--- src/rtl/regfile_xfer_seq_if.sv ---
// Bundled control, register-file and stream signals of the load/store-multiple sequencer.
// The master modport is the sequencer side; slave is the surrounding environment.
interface regfile_xfer_seq_if #(
    parameter int unsigned ADDR_W = 5,
    parameter int unsigned DATA_W = 32
);
    logic              start;
    logic              mode;
    logic [ADDR_W-1:0] base;
    logic [ADDR_W:0]   count;
    logic              busy;
    logic              done;
    logic [ADDR_W-1:0] rf_raddr;
    logic [DATA_W-1:0] rf_rdata;
    logic              rf_we;
    logic [ADDR_W-1:0] rf_waddr;
    logic [DATA_W-1:0] rf_wdata;
    logic [DATA_W-1:0] out_data;
    logic              out_valid;
    logic              out_ready;
    logic [DATA_W-1:0] in_data;
    logic              in_valid;
    logic              in_ready;

    modport master (
        input  start, mode, base, count, rf_rdata, out_ready, in_data, in_valid,
        output busy, done, rf_raddr, rf_we, rf_waddr, rf_wdata, out_data, out_valid, in_ready
    );

    modport slave (
        output start, mode, base, count, rf_rdata, out_ready, in_data, in_valid,
        input  busy, done, rf_raddr, rf_we, rf_waddr, rf_wdata, out_data, out_valid, in_ready
    );
endinterface

--- src/rtl/regfile_xfer_seq.sv ---
// Load/store-multiple sequencer: SAVE streams COUNT registers from BASE out on a valid/ready port,
// RESTORE writes COUNT words from a valid/ready input stream back into the register file.
module regfile_xfer_seq #(
    parameter int unsigned ADDR_W = 5,
    parameter int unsigned DATA_W = 32
) (
    input  logic                clk,
    input  logic                rst_n,
    regfile_xfer_seq_if.master  bus
);

    typedef enum logic [2:0] {
        IDLE,
        RD_ADDR,
        RD_HOLD,
        WR_ACC,
        FIN
    } state_t;

    localparam logic [ADDR_W:0] MAX_CNT = (ADDR_W+1)'(1) << ADDR_W;

    state_t            state_q;
    logic [ADDR_W-1:0] ptr_q;
    logic [ADDR_W:0]   rem_q;
    logic              busy_q;
    logic              done_q;
    logic [ADDR_W-1:0] rf_raddr_q;
    logic              rf_we_q;
    logic [ADDR_W-1:0] rf_waddr_q;
    logic [DATA_W-1:0] rf_wdata_q;
    logic [DATA_W-1:0] out_data_q;
    logic              out_valid_q;
    logic              in_ready_q;

    logic [ADDR_W-1:0] ptr_d;
    logic [ADDR_W:0]   count_d;
    logic              last_d;

    // ptr wraps naturally at 2**ADDR_W; requested counts beyond the file size clamp to a full sweep
    always_comb begin
        ptr_d   = ptr_q + ADDR_W'(1);
        count_d = (bus.count > MAX_CNT) ? MAX_CNT : bus.count;
        last_d  = (rem_q == (ADDR_W+1)'(1));
    end

    always_ff @(posedge clk or negedge rst_n) begin
        if (!rst_n) begin
            state_q     <= IDLE;
            ptr_q       <= '0;
            rem_q       <= '0;
            busy_q      <= 1'b0;
            done_q      <= 1'b0;
            rf_raddr_q  <= '0;
            rf_we_q     <= 1'b0;
            rf_waddr_q  <= '0;
            rf_wdata_q  <= '0;
            out_data_q  <= '0;
            out_valid_q <= 1'b0;
            in_ready_q  <= 1'b0;
        end else begin
            done_q  <= 1'b0;
            rf_we_q <= 1'b0;
            case (state_q)
                IDLE: begin
                    // busy stays up through the done cycle, which is spent here
                    busy_q <= 1'b0;
                    if (bus.start) begin
                        busy_q <= 1'b1;
                        ptr_q  <= bus.base;
                        rem_q  <= count_d;
                        if (count_d == '0) begin
                            state_q <= FIN;
                        end else if (!bus.mode) begin
                            rf_raddr_q <= bus.base;
                            state_q    <= RD_ADDR;
                        end else begin
                            in_ready_q <= 1'b1;
                            state_q    <= WR_ACC;
                        end
                    end
                end
                RD_ADDR: begin
                    out_data_q  <= bus.rf_rdata;
                    out_valid_q <= 1'b1;
                    state_q     <= RD_HOLD;
                end
                RD_HOLD: begin
                    if (out_valid_q && bus.out_ready) begin
                        out_valid_q <= 1'b0;
                        rem_q       <= rem_q - (ADDR_W+1)'(1);
                        if (last_d) begin
                            state_q <= FIN;
                        end else begin
                            ptr_q      <= ptr_d;
                            rf_raddr_q <= ptr_d;
                            state_q    <= RD_ADDR;
                        end
                    end
                end
                WR_ACC: begin
                    if (bus.in_valid && in_ready_q) begin
                        rf_we_q    <= 1'b1;
                        rf_waddr_q <= ptr_q;
                        rf_wdata_q <= bus.in_data;
                        ptr_q      <= ptr_d;
                        rem_q      <= rem_q - (ADDR_W+1)'(1);
                        if (last_d) begin
                            in_ready_q <= 1'b0;
                            state_q    <= FIN;
                        end
                    end
                end
                FIN: begin
                    done_q  <= 1'b1;
                    state_q <= IDLE;
                end
                default: begin
                    state_q <= IDLE;
                end
            endcase
        end
    end

    assign bus.busy      = busy_q;
    assign bus.done      = done_q;
    assign bus.rf_raddr  = rf_raddr_q;
    assign bus.rf_we     = rf_we_q;
    assign bus.rf_waddr  = rf_waddr_q;
    assign bus.rf_wdata  = rf_wdata_q;
    assign bus.out_data  = out_data_q;
    assign bus.out_valid = out_valid_q;
    assign bus.in_ready  = in_ready_q;

endmodule
--- src/flat_wrapper.sv ---
// flat-port wrapper written by rule: the top's interface ports become plain ports
module regfile_xfer_seq_flat 
#(
    parameter int unsigned ADDR_W = 5,
    parameter int unsigned DATA_W = 32
)
  (clk, rst_n, bus_start, bus_mode, bus_base, bus_count, bus_rf_rdata, bus_out_ready, bus_in_data, bus_in_valid, bus_busy, bus_done, bus_rf_raddr, bus_rf_we, bus_rf_waddr, bus_rf_wdata, bus_out_data, bus_out_valid, bus_in_ready);
  regfile_xfer_seq_if #(.ADDR_W(ADDR_W), .DATA_W(DATA_W)) bus_i ();
  input  logic clk;
  input  logic rst_n;
  input wire logic [$bits(bus_i.start)-1:0] bus_start;
  input wire logic [$bits(bus_i.mode)-1:0] bus_mode;
  input wire logic [$bits(bus_i.base)-1:0] bus_base;
  input wire logic [$bits(bus_i.count)-1:0] bus_count;
  input wire logic [$bits(bus_i.rf_rdata)-1:0] bus_rf_rdata;
  input wire logic [$bits(bus_i.out_ready)-1:0] bus_out_ready;
  input wire logic [$bits(bus_i.in_data)-1:0] bus_in_data;
  input wire logic [$bits(bus_i.in_valid)-1:0] bus_in_valid;
  output wire logic [$bits(bus_i.busy)-1:0] bus_busy;
  output wire logic [$bits(bus_i.done)-1:0] bus_done;
  output wire logic [$bits(bus_i.rf_raddr)-1:0] bus_rf_raddr;
  output wire logic [$bits(bus_i.rf_we)-1:0] bus_rf_we;
  output wire logic [$bits(bus_i.rf_waddr)-1:0] bus_rf_waddr;
  output wire logic [$bits(bus_i.rf_wdata)-1:0] bus_rf_wdata;
  output wire logic [$bits(bus_i.out_data)-1:0] bus_out_data;
  output wire logic [$bits(bus_i.out_valid)-1:0] bus_out_valid;
  output wire logic [$bits(bus_i.in_ready)-1:0] bus_in_ready;
  assign bus_i.start = bus_start;
  assign bus_i.mode = bus_mode;
  assign bus_i.base = bus_base;
  assign bus_i.count = bus_count;
  assign bus_i.rf_rdata = bus_rf_rdata;
  assign bus_i.out_ready = bus_out_ready;
  assign bus_i.in_data = bus_in_data;
  assign bus_i.in_valid = bus_in_valid;
  assign bus_busy = bus_i.busy;
  assign bus_done = bus_i.done;
  assign bus_rf_raddr = bus_i.rf_raddr;
  assign bus_rf_we = bus_i.rf_we;
  assign bus_rf_waddr = bus_i.rf_waddr;
  assign bus_rf_wdata = bus_i.rf_wdata;
  assign bus_out_data = bus_i.out_data;
  assign bus_out_valid = bus_i.out_valid;
  assign bus_in_ready = bus_i.in_ready;
  regfile_xfer_seq #(.ADDR_W(ADDR_W), .DATA_W(DATA_W)) u_core (.clk(clk), .rst_n(rst_n), .bus(bus_i));
endmodule
--- config.mk ---
export PLATFORM = sky130hd
export DESIGN_NAME = regfile_xfer_seq_flat
export DESIGN_NICKNAME = d
export VERILOG_FILES = /design/src/rtl/regfile_xfer_seq_if.sv /design/src/rtl/regfile_xfer_seq.sv /design/src/flat_wrapper.sv
export SDC_FILE = /design/constraint.sdc
export NUM_CORES = 1
export LEC_CHECK = 0
export ABC_AREA = 1
export BUFFER_PORTS_ARGS = -buffer_cell sky130_fd_sc_hd__buf_2
export CAP_MARGIN = 5
export CELL_PAD_IN_SITES_DETAIL_PLACEMENT = 0
export CELL_PAD_IN_SITES_GLOBAL_PLACEMENT = 2
export CORE_MARGIN = 5
export CORE_UTILIZATION = 30
export DETAILED_ROUTE_END_ITERATION = 10
export PLACE_DENSITY = 0.85
export RECOVER_POWER = 100
export SLEW_MARGIN = 20
export SYNTH_ARGS = -nofsm -noshare
export SYNTH_HDL_FRONTEND = slang
export SYNTH_SLANG_ARGS = --single-unit
--- constraint.sdc ---
create_clock -name clk -period 2.08 [get_ports clk]
set_input_delay 0.312 -clock clk [delete_from_list [all_inputs] [get_ports clk]]
set_output_delay 0.312 -clock clk [all_outputs]
set_load 0.05 [all_outputs]
# Word level (Yosys, flattened, before mapping)
# Index checks and enable logic that the tools add are counted.
[totals]
out_inout_bits = 79
wordCells = 77
in_bits = 81
ff_bits = 93
[op_classes]
n_reduce_logical = 15
magnitude_cmp = 1
addsub = 2
eq_ne = 13
mux = 34
[ops]
columns = ["cell", "count"]
rows = [
  ["$mux 5", 7],
  ["$mux 6", 4],
  ["$mux 3", 6],
  ["$pmux 6 s3", 1],
  ["$pmux 5 s3", 1],
  ["$pmux 3 s4", 1],
  ["$reduce_and 6->1", 2],
  ["$mux 1", 10],
  ["$ne 2x2->1 const B", 5],
  ["$pmux 5 s2", 1],
  ["$reduce_and 4->1", 2],
  ["$eq 3x2->1 const B", 2],
  ["$eq 6x1->1 const B", 1],
  ["$gt 6x6->1 const B", 1],
  ["$logic_not 6->1", 1],
  ["$ne 2x1->1 const B", 3],
  ["$reduce_bool 2->1", 3],
  ["$sub 6x1->6 const B", 1],
  ["$add 5x1->5 const B", 1],
  ["$reduce_and 5->1", 1],
  ["$pmux 1 s2", 2],
  ["$reduce_and 2->1", 2],
  ["$eq 3x1->1 const B", 1],
  ["$eq 3x3->1 const B", 1],
  ["other kinds (4)", 5],
]

# Longest topological paths before layout
[depth]
word_depth = 6
ltp_mapped = 9
depth_no_buf = 9

# Least setup slack after synthesis
# Ideal clock, no wire load.
[synth_path]
path_kind = "register to register"
startpoint = "register u_core.in_ready_q, in the netlist u_core.bus.in_ready"
endpoint = "register u_core.rem_q[1]"
setup_slack_ps = 442
stages_incl_launch_ff = 7
arrival_ps = 1512
period_less_slack_ps = 1638
setup_ps = 126
n_path_buf = 1
cell_sequence = "dfrtp_1 -> nand2_1 -> nand2_1 -> nand2_1 -> nor2_4 -> buf_6 -> o21ai_0"
[synth_between]
elab_chain_len = 3
[synth_rtl]
columns = ["element", "line", "text"]
rows = [
  ["start, declared", "regfile_xfer_seq.sv:33", "logic in_ready_q;"],
  ["start signal, assigned", "regfile_xfer_seq.sv:59", "in_ready_q <= 1'b0;"],
  ["start signal, assigned", "regfile_xfer_seq.sv:77", "in_ready_q <= 1'b1;"],
  ["start signal, assigned", "regfile_xfer_seq.sv:108", "in_ready_q <= 1'b0;"],
  ["$logic_and 1x1->1", "regfile_xfer_seq.sv:101", "if (bus.in_valid && in_ready_q) begin"],
  ["$ne 2x1->1 (no source line)", "-", ""],
  ["$reduce_and 4->1 (no source line)", "-", ""],
  ["end signal, assigned", "regfile_xfer_seq.sv:70", "rem_q <= count_d;"],
  ["end signal, assigned", "regfile_xfer_seq.sv:90", "rem_q <= rem_q - (ADDR_W+1)'(1);"],
  ["end signal, assigned", "regfile_xfer_seq.sv:106", "rem_q <= rem_q - (ADDR_W+1)'(1);"],
  ["end, declared", "regfile_xfer_seq.sv:24", "logic [ADDR_W:0] rem_q;"],
]
# Every way passes these cells.
# A chain may end at the register's enable or synchronous reset.

# Worst setup path in the final report
[layout_path]
startpoint = "register u_core.state_q[1]"
endpoint = "register u_core.out_data_q[15], in the netlist u_core.bus.out_data[15]"
[layout_between]
elab_chain_len = 1
[layout_rtl]
columns = ["element", "line", "text"]
rows = [
  ["start, declared", "regfile_xfer_seq.sv:22", "state_t state_q;"],
  ["start signal, assigned", "regfile_xfer_seq.sv:48", "state_q <= IDLE;"],
  ["start signal, assigned", "regfile_xfer_seq.sv:72", "state_q <= FIN;"],
  ["start signal, assigned", "regfile_xfer_seq.sv:75", "state_q <= RD_ADDR;"],
  ["$eq 3x1->1", "regfile_xfer_seq.sv:63", "case (state_q)"],
  ["end signal, assigned", "regfile_xfer_seq.sv:83", "out_data_q <= bus.rf_rdata;"],
  ["end, declared", "regfile_xfer_seq.sv:31", "logic [DATA_W-1:0] out_data_q;"],
]
# Every way passes these cells.

==> impl_metrics.yaml <==
yosys:
  syn_area_mm2: 0.00407
  synth_edf_count: 0
  syn_nets: 520
  synth_top_cells_by_count: "194 x nand2_1, 93 x dfrtp_1, 32 x mux2_2"
  yosys_warnings: 0
  synth.most_common_cell: "nand2_1"
  synthFlopType: "dfrtp_1"
  synth_area_leaders: "dfrtp_1 57%, nand2_1 18%, mux2_2 8.9%, nand3_1 3.6%, o21ai_0 1.8%"
  synth_top_area_cell: "dfrtp_1"
  synth_seq_cells: 93
  synthCells: 436
  synth_cell_types: 27
  async_flop_share_pct: 100
  synth_top_area_share_pct: 57.2
  syn_avg_cell_area_um2: 9.33
  yosysSeqAreaShare_pct: 57.2
cts:
  hold_buffers: 1
  clock_latency_ns: 0.34
  cts.repair.resized: 0
  clk_pin_slew_ns: 0.06
  clock-sinks: 93
  cts_root_buf: "clkbuf_16"
  h-tree-depth: 3
  cts_tree: "done"
  numCtsBuffers: 9
  cts_setup_buffers: 0
  cts.path.max_buffers: 2
layout:
  num-fill-cells: 1422
  diodes: 0
  synthToLayoutAreaGrowth_pct: 28.9
  fin_nets: 681
  fin_cells: 777
  drive_gt1_share_pct: 23.3
route:
  met1Wirelength_um: 4720
  drc: 0
  drt_iter0_drc: 207
  top_layer_used: "met4"
  wl_met2_um: 4950
  drt_wl_total_um: 10800
  vias: 3462
  wl_met3_um: 902
  wl_per_cell_um: 13.9
  firstDrtPassIters: 5
  viasPerCell: 4.46
  postRouteAntennaNets: 0
die:
  row_count: 42
  start_util_pct: 30.6
  coreArea_mm2: 0.0133
  die_width_um: 126
  pin_count: 160
  die_y_um: 126
  die-area_mm2: 0.0160
timing:
  period_needed_ns: 1.87
  hold-worst-slack_ns: 0.167
  setup_tns_ns: 0
  hold_viol: 0
  fmax_ghz: 0.536
  max_slew_margin_pct: 20.4
  rsz0062_at_grt: "no"
  fin_skew_ns: 0.00512
  setup_viol: 0
  timing.final.max_slew_violations: 0
  tightest_slew_ns: 1.19
  min_period_over_period_pct: 89.7
power_and_ir_drop:
  cellPowerDensity_mw_per_mm2: 730
  leakagePower_nw: 2.70
  vdd_drop_max_uv: 543
  total_power_mw: 3.83
worst_setup_path:
  arrival_ns: 2.09
  required_ns: 2.30
  cp-start-kind: "register"
  cp-end-kind: "register"
  path_class: "reg2reg"
  worst-path-max-fanout: 20
global_routing:
  grt_usage_pct: 13.7
  grt_overflow_total: 0
  antenna_found_initial: 0
  grt_pass1_wl_um: 17700
  grt_max_degree: 49
  grt_pass1_vias: 3588
run:
  cap_violations: 0
status:
  status: "finished, final reports clean"
placement:
  gp_congestion: 0.845
  dp.cells: 761
  hpwl_um: 8120
  io_buffers: 159
worst_hold_path:
  hold_path_class: "in2reg"
-- final timing paths --
check / from / to / slack, ns / depth (start not counted)
setup reg to reg: u_core.state_q[1] / u_core.bus.out_data[15] / 0.21 / 4
max in group asynchronous: rst_n / u_core.bus.rf_wdata[18] / 0.49 / 3
hold / removal: bus_in_data[10] / u_core.bus.rf_wdata[10] / 0.17 / 3
setup / recovery: u_core.state_q[1] / u_core.bus.out_data[15] / 0.21 / 4
hold reg to reg: u_core.bus.rf_waddr[1] / u_core.bus.rf_waddr[1] / 0.47 / 2
min in group asynchronous: rst_n / u_core.bus.rf_wdata[30] / 0.74 / 2
-- logic make-up (layout without fill, tap and decap cells) --
kind of cell | after synthesis | after routing | share of synthesized area (%)
buffers and inverters | 34 | 199 | 3.87
and+or+nand+nor | 253 | 253 | 26.3
xor gates and xnor gates | 2 | 2 | 0.431
DFF | 93 | 93 | 57.2
muxes | 32 | 32 | 8.86
AOI/OAI and AO/OA | 19 | 19 | 2.46
adders and majority gates | 3 | 3 | 0.923
-- placed cells by master (no fill, tap or decap), types with 2 or more instances in the layout --
master,synthesis,final
dfrtp_1,93,93
inv_1,17,20
nor2_2,3,2
nor2_1,12,13
ha_1,3,3
mux2_2,32,32
clkbuf_16,0,9
o21ai_0,15,15
buf_2,6,80
nand4_1,4,4
clkbuf_8,0,2
nand2_2,3,2
nand2_1,194,195
clkbuf_1,4,80
nand3_1,29,29
nor2_4,3,3
-- critical path, stage by stage, from the launching register on --
cell	delay [ns]
dfrtp_1	0.46
inv_1	0.14
nand3_2	0.29
buf_2	0.45
mux2_2	0.39
-- report_power, final --
part	internal (mW)	switching (mW)
clock network	0.993	0.674
logic	0.0961	0.210
registers	1.84	0.0160
-- layer usage --
metal  GRT usage (%)  vias to the layer above
met3            5.84                       13
met2            22.0                      141
met1            16.8                     1597
met5               0                        -
met4            4.23                        0
li1                -                     1711
-- state kept, by name (all words and copies together), names as in the netlist, 3 cells and up --
| register | flops |
|---|---|
| u_core.rem_q | 6 |
| u_core.bus.rf_raddr | 5 |
| u_core.state_q | 3 |
| u_core.ptr_q | 5 |
| u_core.bus.out_data | 32 |
| u_core.bus.rf_wdata | 32 |
| u_core.bus.rf_waddr | 5 |
-- final cells by class --
type                            instances  area (µm²)  share of cell area [%]
Clock buffer                           12         256                    4.89
Timing Repair Buffer                  163         739                    14.1
Clock inverter                          3        43.8                   0.835
Inverter                               21        78.8                    1.50
Sequential cell                        93        2330                    44.4
Multi-Input combinational cell        309        1580                    30.1
Tap cell                              176         220                    4.20
-- stage by stage --
step,utilization (%),cell area [µm²],setup WS [ns]
after global placement,38.0,5060,0.476
after floorplan,-,4070,0.442
after global routing,39.5,5250,0.105
final,39.5,5250,0.214
after detailed placement,38.0,5060,0.389
after CTS,40.4,5370,0.390
No activity file was read; power rests on OpenSTA's default activity.
